$ cat src/rtl/seq_detect_pkg.sv
// rtl/seq_detect_pkg.sv - shared constants, types and helpers for the serial pattern detector
//
// Purpose : constants, match-mode type and saturating-increment helper.
//           Imported by seq_detect_prog, seq_detect_prog_if and seq_hist_shift.
// Contents: PAT_W_MAX     largest supported pattern length
//           CNT_W_MAX     largest supported match counter width
//           DEF_PATTERN   pattern loaded at reset (low PAT_W bits used)
//           match_mode_e  overlapping / non-overlapping match policy
//           sat_inc()     increment that sticks at a ceiling value

package seq_detect_pkg;

  localparam int PAT_W_MAX = 32;
  localparam int CNT_W_MAX = 32;

  // Classic "1001" pattern; the top truncates it to PAT_W bits.
  localparam logic [PAT_W_MAX-1:0] DEF_PATTERN = 32'h0000_0009;

  typedef enum logic {
    MODE_NON_OVERLAP = 1'b0,
    MODE_OVERLAP     = 1'b1
  } match_mode_e;

  // Returns cnt+1, or cnt unchanged once it has reached max_val.
  function automatic logic [CNT_W_MAX-1:0] sat_inc(
    input logic [CNT_W_MAX-1:0] cnt,
    input logic [CNT_W_MAX-1:0] max_val
  );
    if (cnt >= max_val) begin
      return cnt;
    end
    return cnt + 32'd1;
  endfunction

endpackage

$ cat src/rtl/seq_detect_prog_if.sv
// rtl/seq_detect_prog_if.sv - stream, configuration and status bundle of the pattern detector
//
// Purpose : groups every non-clock/reset signal of seq_detect_prog.
//           master = stimulus side (drives stream/config), slave = detector.
// Signals : data, data_valid          serial bit and its qualifier
//           cfg_load, cfg_pattern     load a new pattern and flush history
//           cfg_mask                  compare mask (SEQ_DETECT_MASK_EN builds only)
//           overlap_en                1 = overlapping matches
//           cnt_clr                   clear the match counter
//           seq_detected              one-cycle registered match pulse
//           match_cnt                 saturating match count
//           pattern_q                 active pattern
// Build   : SEQ_DETECT_MASK_EN adds cfg_mask.

interface seq_detect_prog_if
  import seq_detect_pkg::*;
#(
  parameter int PAT_W = 4,
  parameter int CNT_W = 8
);

  logic             data;
  logic             data_valid;
  logic             cfg_load;
  logic [PAT_W-1:0] cfg_pattern;
`ifdef SEQ_DETECT_MASK_EN
  logic [PAT_W-1:0] cfg_mask;
`endif
  logic             overlap_en;
  logic             cnt_clr;
  logic             seq_detected;
  logic [CNT_W-1:0] match_cnt;
  logic [PAT_W-1:0] pattern_q;

  modport master (
`ifdef SEQ_DETECT_MASK_EN
    output cfg_mask,
`endif
    output data,
    output data_valid,
    output cfg_load,
    output cfg_pattern,
    output overlap_en,
    output cnt_clr,
    input  seq_detected,
    input  match_cnt,
    input  pattern_q
  );

  modport slave (
`ifdef SEQ_DETECT_MASK_EN
    input  cfg_mask,
`endif
    input  data,
    input  data_valid,
    input  cfg_load,
    input  cfg_pattern,
    input  overlap_en,
    input  cnt_clr,
    output seq_detected,
    output match_cnt,
    output pattern_q
  );

endinterface

$ cat src/rtl/seq_hist_shift.sv
// rtl/seq_hist_shift.sv - bit history shift register with fill counter
//
// Purpose : keeps the last PAT_W accepted bits and how many have arrived
//           since the last flush (saturating at PAT_W).
// Ports   : clk       clock, rising edge
//           rst_n     asynchronous active-low reset
//           shift_en  accept bit_in this cycle
//           bit_in    serial bit
//           flush     clear history and fill (wins over shift_en)
//           hist_n    history as it will be after this edge (before flush)
//           full_n    fill will equal PAT_W after this edge (before flush)

module seq_hist_shift
  import seq_detect_pkg::*;
#(
  parameter int PAT_W = 4
) (
  input  logic             clk,
  input  logic             rst_n,
  input  logic             shift_en,
  input  logic             bit_in,
  input  logic             flush,
  output logic [PAT_W-1:0] hist_n,
  output logic             full_n
);

  localparam int               FILL_W   = $clog2(PAT_W + 1);
  localparam logic [FILL_W-1:0] FILL_MAX = FILL_W'(PAT_W);

  logic [PAT_W-1:0]  hist_q;
  logic [FILL_W-1:0] fill_q;
  logic [FILL_W-1:0] fill_n;

  // Next-state values are exported so the top can compare against the
  // history that includes the bit being sampled on this edge.
  always_comb begin
    hist_n = hist_q;
    fill_n = fill_q;
    if (shift_en) begin
      hist_n = {hist_q[PAT_W-2:0], bit_in};
      fill_n = (fill_q == FILL_MAX) ? fill_q : fill_q + FILL_W'(1);
    end
  end

  assign full_n = (fill_n == FILL_MAX);

  always_ff @(posedge clk or negedge rst_n) begin
    if (!rst_n) begin
      hist_q <= '0;
      fill_q <= '0;
    end else if (flush) begin
      hist_q <= '0;
      fill_q <= '0;
    end else if (shift_en) begin
      hist_q <= hist_n;
      fill_q <= fill_n;
    end
  end

endmodule

$ cat src/rtl/seq_detect_prog.sv
// rtl/seq_detect_prog.sv - programmable serial bit-pattern detector with saturating match counter
//
// Purpose : detects a runtime-programmable PAT_W-bit pattern (first bit = MSB)
//           on a qualified serial stream, overlapping or non-overlapping,
//           pulses seq_detected one cycle after the completing bit and counts
//           matches in a saturating counter.
// Params  : PAT_W    pattern length (2..32)
//           DEF_PAT  pattern loaded at reset
//           CNT_W    match counter width (1..32)
// Ports   : clk      clock, rising edge
//           rst_n    asynchronous active-low reset
//           bus      seq_detect_prog_if.slave (stream, config, status)
// Build   : SEQ_DETECT_MASK_EN adds a per-bit compare mask (bus.cfg_mask),
//           loaded with cfg_load, all-ones at reset; 0 bits are don't-care.
//           Without it the compare is exact over the full width.

module seq_detect_prog
  import seq_detect_pkg::*;
#(
  parameter int               PAT_W   = 4,
  parameter logic [PAT_W-1:0] DEF_PAT = PAT_W'(DEF_PATTERN),
  parameter int               CNT_W   = 8
) (
  input logic              clk,
  input logic              rst_n,
  seq_detect_prog_if.slave bus
);

  localparam logic [CNT_W-1:0] CNT_MAX = '1;

  logic [PAT_W-1:0] pattern_q;
  logic             seq_detected_q;
  logic [CNT_W-1:0] match_cnt_q;
  logic [CNT_W-1:0] match_cnt_inc;

  logic [PAT_W-1:0] hist_n;
  logic             full_n;
  logic             shift_en;
  logic             pattern_eq;
  logic             hit;
  logic             flush;
  match_mode_e      mode;

`ifdef SEQ_DETECT_MASK_EN
  logic [PAT_W-1:0] mask_q;
`endif

  // A load cycle swallows any same-cycle data bit.
  assign shift_en = bus.data_valid & ~bus.cfg_load;

`ifdef SEQ_DETECT_MASK_EN
  assign pattern_eq = ((hist_n & mask_q) == (pattern_q & mask_q));
`else
  assign pattern_eq = (hist_n == pattern_q);
`endif

  // full_n keeps short histories (including an all-zero one) from matching.
  assign hit  = shift_en & full_n & pattern_eq;
  assign mode = match_mode_e'(bus.overlap_en);

  // Non-overlapping mode restarts from an empty history after every match.
  assign flush = bus.cfg_load | (hit & (mode == MODE_NON_OVERLAP));

  assign match_cnt_inc = CNT_W'(sat_inc(32'(match_cnt_q), 32'(CNT_MAX)));

  seq_hist_shift #(
    .PAT_W (PAT_W)
  ) u_hist (
    .clk      (clk),
    .rst_n    (rst_n),
    .shift_en (shift_en),
    .bit_in   (bus.data),
    .flush    (flush),
    .hist_n   (hist_n),
    .full_n   (full_n)
  );

  always_ff @(posedge clk or negedge rst_n) begin
    if (!rst_n) begin
      pattern_q      <= DEF_PAT;
`ifdef SEQ_DETECT_MASK_EN
      mask_q         <= '1;
`endif
      seq_detected_q <= 1'b0;
      match_cnt_q    <= '0;
    end else begin
      if (bus.cfg_load) begin
        pattern_q <= bus.cfg_pattern;
`ifdef SEQ_DETECT_MASK_EN
        mask_q    <= bus.cfg_mask;
`endif
      end

      seq_detected_q <= hit;

      // A clear coinciding with a match leaves that match counted.
      if (bus.cnt_clr) begin
        match_cnt_q <= hit ? CNT_W'(1) : '0;
      end else if (hit) begin
        match_cnt_q <= match_cnt_inc;
      end
    end
  end

  assign bus.seq_detected = seq_detected_q;
  assign bus.match_cnt    = match_cnt_q;
  assign bus.pattern_q    = pattern_q;

endmodule
$ cat src/flat_wrapper.sv
// flat-port wrapper written by rule: the top's interface ports become plain ports
module seq_detect_prog_flat import seq_detect_pkg::*;
#(
  parameter int               PAT_W   = 4,
  parameter logic [PAT_W-1:0] DEF_PAT = PAT_W'(DEF_PATTERN),
  parameter int               CNT_W   = 8
)
  (clk, rst_n, bus_data, bus_data_valid, bus_cfg_load, bus_cfg_pattern, bus_overlap_en, bus_cnt_clr, bus_seq_detected, bus_match_cnt, bus_pattern_q);
  seq_detect_prog_if #(.PAT_W(PAT_W), .CNT_W(CNT_W)) bus_i ();
  input logic clk;
  input logic rst_n;
  input wire logic [$bits(bus_i.data)-1:0] bus_data;
  input wire logic [$bits(bus_i.data_valid)-1:0] bus_data_valid;
  input wire logic [$bits(bus_i.cfg_load)-1:0] bus_cfg_load;
  input wire logic [$bits(bus_i.cfg_pattern)-1:0] bus_cfg_pattern;
  input wire logic [$bits(bus_i.overlap_en)-1:0] bus_overlap_en;
  input wire logic [$bits(bus_i.cnt_clr)-1:0] bus_cnt_clr;
  output wire logic [$bits(bus_i.seq_detected)-1:0] bus_seq_detected;
  output wire logic [$bits(bus_i.match_cnt)-1:0] bus_match_cnt;
  output wire logic [$bits(bus_i.pattern_q)-1:0] bus_pattern_q;
  assign bus_i.data = bus_data;
  assign bus_i.data_valid = bus_data_valid;
  assign bus_i.cfg_load = bus_cfg_load;
  assign bus_i.cfg_pattern = bus_cfg_pattern;
  assign bus_i.overlap_en = bus_overlap_en;
  assign bus_i.cnt_clr = bus_cnt_clr;
  assign bus_seq_detected = bus_i.seq_detected;
  assign bus_match_cnt = bus_i.match_cnt;
  assign bus_pattern_q = bus_i.pattern_q;
  seq_detect_prog #(.PAT_W(PAT_W), .DEF_PAT(DEF_PAT), .CNT_W(CNT_W)) u_core (.clk(clk), .rst_n(rst_n), .bus(bus_i));
endmodule
$ cat config.mk
export PLATFORM = sky130hd
export DESIGN_NAME = seq_detect_prog_flat
export DESIGN_NICKNAME = d
export VERILOG_FILES = /design/src/rtl/seq_detect_pkg.sv /design/src/rtl/seq_detect_prog_if.sv /design/src/rtl/seq_hist_shift.sv /design/src/rtl/seq_detect_prog.sv /design/src/flat_wrapper.sv
export SDC_FILE = /design/constraint.sdc
export NUM_CORES = 1
export LEC_CHECK = 0
export CAP_MARGIN = 0
export CORE_UTILIZATION = 35
export DETAILED_ROUTE_END_ITERATION = 7
export GPL_ROUTABILITY_DRIVEN = 0
export MAX_ROUTING_LAYER = met4
export PLACE_DENSITY_LB_ADDON = 0.12
export SYNTH_ARGS = -nofsm -noshare
export SYNTH_HDL_FRONTEND = slang
export SYNTH_SLANG_ARGS = --single-unit
$ cat constraint.sdc
create_clock -name clk -period 6.3 [get_ports clk]
set_input_delay 0.945 -clock clk [delete_from_list [all_inputs] [get_ports clk]]
set_output_delay 0.945 -clock clk [all_outputs]
set_load 0.02 [all_outputs]
=== After elaboration in Yosys (flattened, before gate mapping) ===
Index checks and enable logic that the tools add are counted.

* Add/sub/neg operators: 2
* Multipliers: 0
* Div/mod/pow operators: 0
* $lt $le $gt $ge: 1
* Eq/ne operators: 4
* Shift operators: 0
* Mux-type cells: 12
* Bitwise operators: 7
* Reduce and logical (&&, ||, !) cells: 3

{| class="wikitable"
|+ Operator list
! kind !! count
|-
| $mux W8 || 3
|-
| $mux W3 || 4
|-
| $mux W4 || 3
|-
| $add A8 B1 Y8 const B || 1
|-
| $ge A8 B8 Y1 const B || 1
|-
| $eq A3 B3 Y1 const B || 2
|-
| $and A1 B1 Y1 || 4
|-
| $eq A4 B4 Y1 || 1
|-
| $reduce_bool A2 Y1 || 2
|-
| $add A3 B1 Y3 const B || 1
|-
| $ne A3 B3 Y1 const B || 1
|-
| $mux W1 || 2
|-
| $not A1 Y1 || 2
|-
| $reduce_and A2 Y1 || 1
|-
| $or A1 B1 Y1 || 1
|}

* Register bits after elaboration: 20
* Latch bits: 0
* Memory bits (writable): 0
* Bits in read-only memories: 0
* Input bits: 11
* Output and inout port bits: 13
* Memories kept: 0

=== Depth between registers and ports, before layout ===
Gate-level depths: netlist of the first run.

* Word-level depth: 9
* Depth in mapped cells: 9
* Depth with buffers taken out: 8

=== Hierarchy ===
A second synthesis of the first run with hierarchy kept.

* Cell total of the unflattened synthesis: 111
* Area total of the unflattened synthesis: 1109.8 µm²

{| class="wikitable"
|+ Modules (own cells, without submodules)
! module !! instances !! cells an instance !! area an instance (µm²)
|-
| seq_detect_prog || 1 || 77 || 710.7
|-
| seq_hist_shift || 1 || 34 || 399.1
|}

=== Worst setup path after synthesis of the first run ===
No wires, ideal clock.

* Kind: input-to-reg
* From: input bus_data_valid
* To: register u_core.match_cnt_q[4] (netlist: u_core.bus.match_cnt[4])
* Arrival: 2.596 ns
* Required time: 6.172 ns
* Setup slack: 3.576 ns
* Cell stages on the path: 6
* Buffers on the path: 1
* Cell sequence: buf_6 nor2b_4 or3_1 a2111o_1 nor4_2 mux2_1

* Cells in the longest elaborated chain, start to end: 7
* Elaborated cells on any way between the ends: 9
* Those cells by class: eq/ne (2); mux (2); bitwise (3); reduce/logical (2)

{| class="wikitable"
|+ Ends and longest elaborated chain
! element !! line !! text
|-
| from (decl) || flat_wrapper.sv:13 || <nowiki>input wire logic [$bits(bus_i.data_valid)-1:0] bus_data_valid;</nowiki>
|-
| $and A1 B1 Y1 * || seq_detect_prog.sv:49 || <nowiki>assign shift_en = bus.data_valid & ~bus.cfg_load;</nowiki>
|-
| $mux W3 || seq_hist_shift.sv:39 || <nowiki>if (shift_en) begin</nowiki>
|-
| $eq A3 B3 Y1 || seq_hist_shift.sv:45 || <nowiki>assign full_n = (fill_n == FILL_MAX);</nowiki>
|-
| $and A1 B1 Y1 || seq_detect_prog.sv:58 || <nowiki>assign hit = shift_en & full_n & pattern_eq;</nowiki>
|-
| $and A1 B1 Y1 * || seq_detect_prog.sv:58 ||
|-
| $reduce_bool A2 Y1 (no source line) * || -- ||
|-
| $reduce_and A2 Y1 (no source line) * || -- ||
|-
| to (signal assigned) || seq_detect_prog.sv:98 || <nowiki>match_cnt_q <= hit ? CNT_W'(1) : '0;</nowiki>
|-
| to (signal assigned) || seq_detect_prog.sv:100 || <nowiki>match_cnt_q <= match_cnt_inc;</nowiki>
|-
| to (decl) || seq_detect_prog.sv:33 || <nowiki>logic [CNT_W-1:0] match_cnt_q;</nowiki>
|}

Mark *: on every way between the ends. The rest lies on a longest branch, timed or not.
A chain may end at the register's enable or synchronous reset.

=== Final worst setup path of the first run ===
Same ends and word-level chain as after synthesis.

==> results.txt, run 1 <==
- The final critical path takes up 47.8% of the cycle.
* Peak supply drop: 0.0790 mV
- The worst setup path is of the in -> reg kind.
* Maximum clock rate: 332 MHz
- The placed instances occupy a cell area of 1320 um2.
- Post-synth top area share: 38.9%
* Final standard cell area without fillers: 1350 um2
- The finished layout holds 157 standard cells, fillers aside.
- Dominant cells by area after synthesis: sky130_fd_sc_hd__dfrtp_1 39%, sky130_fd_sc_hd__dfstp_2 4.8%, sky130_fd_sc_hd__mux2i_1 4.6%, sky130_fd_sc_hd__mux2_2 4.1%, sky130_fd_sc_hd__xnor2_1 4.0%
- Summed over all failing endpoints, the final setup total negative slack is 0 ns.
- The first global-routing pass estimated 3840 um of wire.
- The Yosys step of the flow raised 0 warnings.
- At the later pin of the worst-skew pair, clock insertion delay measures 0.30 ns.
- Average instance area after synthesis: 10.6 um2
- Vias post-DR: 849
- Setup repair after global routing left no endpoint under its margin.
* Highest net fanout along the worst path: 7
* Number of buffers inserted during clock tree synthesis: 3
- Fillcell total: 287
- Deepest level of the CTS H-tree: 1
- Startpoint type of the worst setup path: primary input
- Critical path required time: 6.50 ns
- First-iteration detailed-routing DRC count: 18
- The number of setup buffers added after CTS is 0.
- Count of buffers from port buffering: 23
* Critical Path End Type: register
* Final routed DRC violation total: 1
- Dpl cells: 153
* Diode count: 0
- For this run the aggregate overflow at the end of global routing stands at 0.
- The number of antenna violations at the first check in global routing was 0.
* Initial core utilization: 38.3%
* Number of global-route vias before repair: 845
- The checks that failed: DRC.
- The die is 57.9 um wide.
* Detailed-router iteration count before antenna repair: 6
- Floorplan row count: 19
* Total routing usage reported by global routing: 15.4%
- For this design the ratio of total power to cell area is 175 nW/um2.
- The run finished, with violations left.
- The core region is 2850 um2.
- After detailed routing, the total wire length is 2190 um.
- Summing all multi-input logic gate instances after layout gives 543 um2.
- Dividing the detail-routed wire length by the instance count gives 14.0 um.
- Y dimension of the die: 57.9 um
- Setup violations remaining at the end of the flow were counted as 0.
- Number of buffers and inverters on the critical path: 1
* Area of the mapped netlist: 1090 um2
* Number of enable-type register cells in the synthesized netlist: 0
* Final worst hold slack: 0.575 ns
- Number of hold violations in the final report: 0
- Count of final max-slew check failures: 0
* Die outline area: 3350 um2
- The path class of the tightest hold or removal check is reg -> reg.
* Sequential cell area: 478 um2
- Reported max-cap violation count: 0
- The count of nets left with antenna violations once routing finished came out at 0.
* Worst path slowest cell: sky130_fd_sc_hd__clkdlybuf4s50_1
- Entering global routing, the biggest net connects 20 pins.
- Cell type contributing the most total cell area after synthesis: sky130_fd_sc_hd__dfrtp_1
- After clock tree synthesis, the clock-pin slew on the worst setup and hold paths is 0.12 ns.
- For this design, the sink count on the clock tree is 19.
* #FFs+latches synth: 19
- Sequential cell area fraction in the yosys report: 43.7%
* Net Count, Synth: 117
- Share of cells above drive strength 1: 13.5%
* Number of placed I/O pins: 24
* Clock skew: 0.0126 ns
- Final net count: 141
- Post-CTS sizing: 0
- Clock tree from TritonCTS: done
- STA puts the critical path data arrival time at 3.22 ns.
- Layout Area Growth over Synthesis: 23.3%
- Transition time at the pin with the least slew margin: 0.854 ns
- Longest Clk Path Bufs: 2
- After synthesis, the share of flip-flops with an asynchronous set or reset is 100%.
- Count of distinct cell types in the synthesized netlist: 40
- The routed design could run at a clock period as short as 3.01 ns.
- CTS Root Cell: sky130_fd_sc_hd__clkbuf_4
* Critical-path cell list: clkdlybuf4s50_1 -> nor2b_4 -> or3_1 -> a2111o_1 -> nor4_2 -> mux2_1
- The analysis attributes to cell leakage a power of 0.000554 uW.
- Hold repair after CTS inserted 0 buffers.
* Cell family with the largest share of critical-path delay: simple AND/OR/NAND/NOR gates
- Main flop type after synthesis: sky130_fd_sc_hd__dfrtp_1
- Delay of the slowest cell on the worst path: 0.57 ns
- Dividing the detail-routed via count by the number of cells gives 5.41.
* Remaining max-slew budget at the tightest pin: 42.9%
- Detailed placement finished with a half-perimeter wire length of 1580 um.
- Instance count of the mapped netlist: 103
[cell families after synthesis]
logic type,Yosys count,synth area share (%)
AO/OA/AOI/OAI,19,13.0
flip-flops,19,43.7
adder cells (fa/ha/maj),3,3.43
XOR/XNOR,6,4.81
multiplexers,10,9.73
buffers and inverters,12,6.64
AND/OR/NAND/NOR,34,18.7
[worst register-to-register path, cell delays in order, from the launching register on]
cell and delay, ns:
sky130_fd_sc_hd__dfrtp_1 0.43, sky130_fd_sc_hd__inv_1 0.10, sky130_fd_sc_hd__ha_1 0.24, sky130_fd_sc_hd__a21boi_0 0.17, sky130_fd_sc_hd__o211ai_1 0.14, sky130_fd_sc_hd__a2111o_1 0.45, sky130_fd_sc_hd__nor4_2 0.28, sky130_fd_sc_hd__mux2_1 0.34
[per-layer routing]
metal  vias up  global-route usage (%)  part of all wire, %
li1        413                       -                    -
met1       413                    19.7                   46
met2        21                    24.3                   49
met3         2                    4.02                  4.4
met4         0                    4.08                 0.77
met5         -                       -                    0
[cell type report]
class                   count  area share (%)
clock buffers               3            1.67
clock inverters             1           0.371
inverters                   8            2.32
multi-input cells          72            40.3
flip-flops and latches     19            35.4
well taps                  31            2.88
repair buffers             23            17.1
[cells in the mapped netlist, types with 2 or more instances]
cell                        n
sky130_fd_sc_hd__nand4_1    2
sky130_fd_sc_hd__nand3b_1   2
sky130_fd_sc_hd__mux2i_1    5
sky130_fd_sc_hd__ha_1       3
sky130_fd_sc_hd__inv_1      7
sky130_fd_sc_hd__a21oi_1    6
sky130_fd_sc_hd__o21ai_0    2
sky130_fd_sc_hd__dfrtp_1   17
sky130_fd_sc_hd__dfstp_2    2
sky130_fd_sc_hd__a41oi_1    2
sky130_fd_sc_hd__buf_6      2
sky130_fd_sc_hd__mux2_2     4
sky130_fd_sc_hd__nor2b_1    6
sky130_fd_sc_hd__nor2_1     6
sky130_fd_sc_hd__nand2_1    5
sky130_fd_sc_hd__nor3_1     4
sky130_fd_sc_hd__xnor2_1    5
[sequential cells by signal, indices dropped and copies added (netlist names)]
name                     count
u_core.bus.match_cnt         8
u_core.bus.pattern_q         4
u_core.bus.seq_detected      1
u_core.u_hist.fill_q         3
u_core.u_hist.hist_q         3
[cell usage in the layout (no fill, tap or decap), types with 2 or more instances in the layout]
master	synthesis	routed
sky130_fd_sc_hd__a21oi_1	6	6
sky130_fd_sc_hd__a41oi_1	2	2
sky130_fd_sc_hd__clkbuf_4	0	3
sky130_fd_sc_hd__clkdlybuf4s50_1	0	23
sky130_fd_sc_hd__clkinv_2	1	2
sky130_fd_sc_hd__dfrtp_1	17	17
sky130_fd_sc_hd__dfstp_2	2	2
sky130_fd_sc_hd__ha_1	3	3
sky130_fd_sc_hd__inv_1	7	7
sky130_fd_sc_hd__mux2_2	4	4
sky130_fd_sc_hd__mux2i_1	5	5
sky130_fd_sc_hd__nand2_1	5	5
sky130_fd_sc_hd__nand3b_1	2	2
sky130_fd_sc_hd__nand4_1	2	2
sky130_fd_sc_hd__nor2_1	6	6
sky130_fd_sc_hd__nor2b_1	6	6
sky130_fd_sc_hd__nor3_1	4	4
sky130_fd_sc_hd__o21ai_0	2	2
sky130_fd_sc_hd__xnor2_1	5	5
[report_power, final]
group	switching [uW]	internal [uW]
Sequential	4.89	128
Combinational	18.5	21.6
Clock	39.5	23.7
[final timing paths]
kind,start,end,slack (ns),cells after the start
worst max register to register,u_core.u_hist.fill_q[0],u_core.bus.match_cnt[4],4.04,7
worst min-delay path,u_core.bus.pattern_q[2],u_core.bus.pattern_q[2],0.58,1
worst max-delay path,bus_data_valid,u_core.bus.match_cnt[4],3.29,6
worst min register to register,u_core.bus.pattern_q[2],u_core.bus.pattern_q[2],0.58,1
min in group asynchronous,rst_n,u_core.u_hist.hist_q[2],1.11,1
max in group asynchronous,rst_n,u_core.bus.match_cnt[7],4.65,1
[metrics by stage]
step	utilization, %	total power (uW)	setup WS (ns)
2_1_floorplan	-	158	3.58
3_3_place_gp	46.3	175	2.98
3_5_place_dp	46.3	175	2.93
4_1_cts	47.3	241	3.28
5_1_grt	47.3	249	3.14
6_report	47.3	236	3.29
No activity file was read; power rests on OpenSTA's default activity.
==> run 2: changes to the inputs <==
==> constraint.sdc (replaced) <==
create_clock -name clk -period 2.7 [get_ports clk]
set_input_delay 0.405 -clock clk [delete_from_list [all_inputs] [get_ports clk]]
set_output_delay 0.405 -clock clk [all_outputs]
set_load 0.02 [all_outputs]
==> run 2 against run 1 <==
  * The flow still finishes with violations (DRC)
  * Via count unchanged
  * Highest routed layer unchanged
  * Critical path type unchanged
  * Clock power up 130%
  * Wire length increased by 3.4%
  * Non-clock buffer count increased by 5
  * Core utilization is 1.3 points higher
  * Clock skew decreased by 0.0081 ns
  * Sequential share of layout area shrank 0.93 points
  * Largest power group unchanged
  * Register-to-register slack lost 3.6 ns
  * Critical path depth did not move
==> results.txt, run 2 (synthesized netlist as in run 1, its figures left out) <==
- The largest individual stage delay along the critical path comes from the cell sky130_fd_sc_hd__clkdlybuf4s50_1.
* Post-route core utilization: 48.6%
- Leaving out fill and tap cells, the most frequent cell in the layout is sky130_fd_sc_hd__clkdlybuf4s50_1.
- Reported max-cap violation count: 0
- Clock tree from TritonCTS: done
* Deepest level of the CTS H-tree: 1
- Counting the buffers created by CTS gives 3.
- The post-route netlist has 16.0% of its cells at a drive strength greater than 1.
- After detailed routing, the number of remaining DRC violations is 1.
* Total clock sinks: 19
- R2r setup slk: 0.44 ns
- Vias post-DR: 849
* Critical Path End Type: register
* Number of global-route vias before repair: 900
* Unrepaired setup endpoints after global routing: no
* Clock skew: 0.00451 ns
- Post-route ant nets: 0
* Layout Area Growth over Synthesis: 26.7%
- Core Footprint: 2850 um2
- In this run the worst path has a maximum fanout of 5.
- Count of final max-slew check failures: 0
- STA classifies the critical path startpoint as a primary input.
- On the worst path, the slowest cell contributes a delay of 0.62 ns.
* Fillcell total: 262
* Die outline area: 3350 um2
- Largest register FFs: 8
- Static power due to leakage: 0.000575 uW
- In the layout the commonest cells are 23 x sky130_fd_sc_hd__clkdlybuf4s50_1, 17 x sky130_fd_sc_hd__dfrtp_1, 7 x sky130_fd_sc_hd__inv_1.
- Clock insertion delay at the later pin of the skew report: 0.29 ns
- Maximum clock rate: 420 MHz
* Final-report setup violation count: 0
* Number of hold violations in the final report: 0
- Post-CTS clock slew at the launch and capture registers of the worst setup and hold paths: 0.11 ns
- Setup TNS Final: 0 ns
* Worst Setup EP: u_core.bus.match_cnt[4]
* Routed Wire Length: 2270 um
- Row generation in the floorplan step produced 19 rows.
- First-iteration detailed-routing DRC count: 18
* Post-CTS sizing: 0
- In the global route stage, overall resource usage came out at 16.0%.
- The worst path uses 88.2% of the clock period.
- Number of placed I/O pins: 24
* Longest Clk Path Bufs: 2
- Entering global routing, the biggest net connects 20 pins.
* Wire length of the first global-routing pass: 3990 um
- Tracing the worst setup path back leads to its startpoint at bus_cfg_load.
* Cts hold-fix bufs: 0
* Outcome: finished, violations left
- In the routed layout, each cell is associated on average with a via count of 5.24.
- Measured in cells, the most critical reg-to-reg path has a length of 7.
* Critical-path cell list: clkdlybuf4s50_1 -> nor2b_4 -> or3_1 -> a2111o_1 -> nor4_2 -> mux2_1
- Headroom to the max-slew limit came out at 70.1%.
* CTS Root Cell: sky130_fd_sc_hd__clkbuf_4
* Total global routing overflow: 0
- Worst Setup Path Type: in -> reg
- Detailed-router iteration count before antenna repair: 6
* Antenna violations before repair: 0
* Peak supply drop: 0.185 mV
* P per Cell Area: 398 nW/um2
* Critical path required time: 2.89 ns
* Y dimension of the die: 57.9 um
- The initial utilization of the core area, before any placement, comes to 38.3%.
* Worst flop-to-flop path startpoint: u_core.u_hist.fill_q[0]
- Critical path data arrival time: 2.57 ns
* Count of buffers from port buffering: 23
- The routed design could run at a clock period as short as 2.38 ns.
* Transition time at the pin with the least slew margin: 0.445 ns
- Routed length per instance: 14.0 um
- Width of the chip: 57.9 um
* HPWL after DPL: 1680 um
- The min-delay analysis places its worst path in the category in -> async.
* Final net count: 146
- The number of antenna diodes in the final layout is 0.
- The checks that failed: DRC.
* Reg-to-reg endpoint: u_core.bus.match_cnt[4]
- Number of buffers inserted by post-CTS setup repair: 0
run 2: cell types whose count changed in the layout (fill, tap and decap cells not counted):
| cell | previous run | this run |
|---|---|---|
| sky130_fd_sc_hd__clkbuf_1 | 0 | 1 |
| sky130_fd_sc_hd__clkinv_2 | 2 | 1 |
| sky130_fd_sc_hd__buf_4 | 0 | 5 |
run 2: power by group:
group	total, uW	switching, uW	internal [uW]
combinational	98.3	44.4	53.9
clock	144	87.1	57.4
sequential	309	11.2	297
total	551	143	409
run 2: stage by stage:
step | std cells | hold slack [ns] | worst slack [ns] | power (uW) | area (um2)
2_1_floorplan | 103 | 0.109 | 0.516 | 368 | 1090
6_report | 162 | 0.448 | 0.320 | 551 | 1390
5_1_grt | 162 | 0.448 | 0.233 | 582 | 1390
3_3_place_gp | 158 | 0.547 | 0.0550 | 412 | 1360
3_5_place_dp | 158 | 0.556 | 0.00444 | 413 | 1360
4_1_cts | 162 | 0.445 | 0.330 | 560 | 1390
run 2: worst min-delay path by stage:
stage | from | end | slack [ns]
global route | rst_n | u_core.u_hist.hist_q[2] | 0.45
detailed placement | u_core.bus.pattern_q[2] | u_core.bus.pattern_q[2] | 0.56
floorplan | rst_n | u_core.bus.match_cnt[0] | 0.11
CTS | rst_n | u_core.u_hist.fill_q[0] | 0.45
global placement | u_core.bus.pattern_q[2] | u_core.bus.pattern_q[2] | 0.55
finish | rst_n | u_core.bus.match_cnt[4] | 0.45
run 2: layout make-up:
type | instances | area [um2] | area share (%)
clock buffer | 4 | 26.3 | 1.90
inverter | 8 | 31.3 | 2.26
multi-input combinational | 72 | 543 | 39.2
sequential | 19 | 478 | 34.5
tap | 31 | 38.8 | 2.80
timing repair buffer | 28 | 268 | 19.3
run 2: critical path: cells and delay by family:
kind | cells | cell delay [ns]
compound gates | 1 | 0.49
mux | 1 | 0.34
simple gates | 3 | 0.73
buf+inv | 1 | 0.62
run 2: routing by layer:
layer	vias to the layer above	part of all wire, %	global-route usage (%)
met5	-	0	-
met1	413	48	20.9
met4	0	0.88	6.12
met3	2	2.6	2.01
li1	421	-	-
met2	13	48	25.3
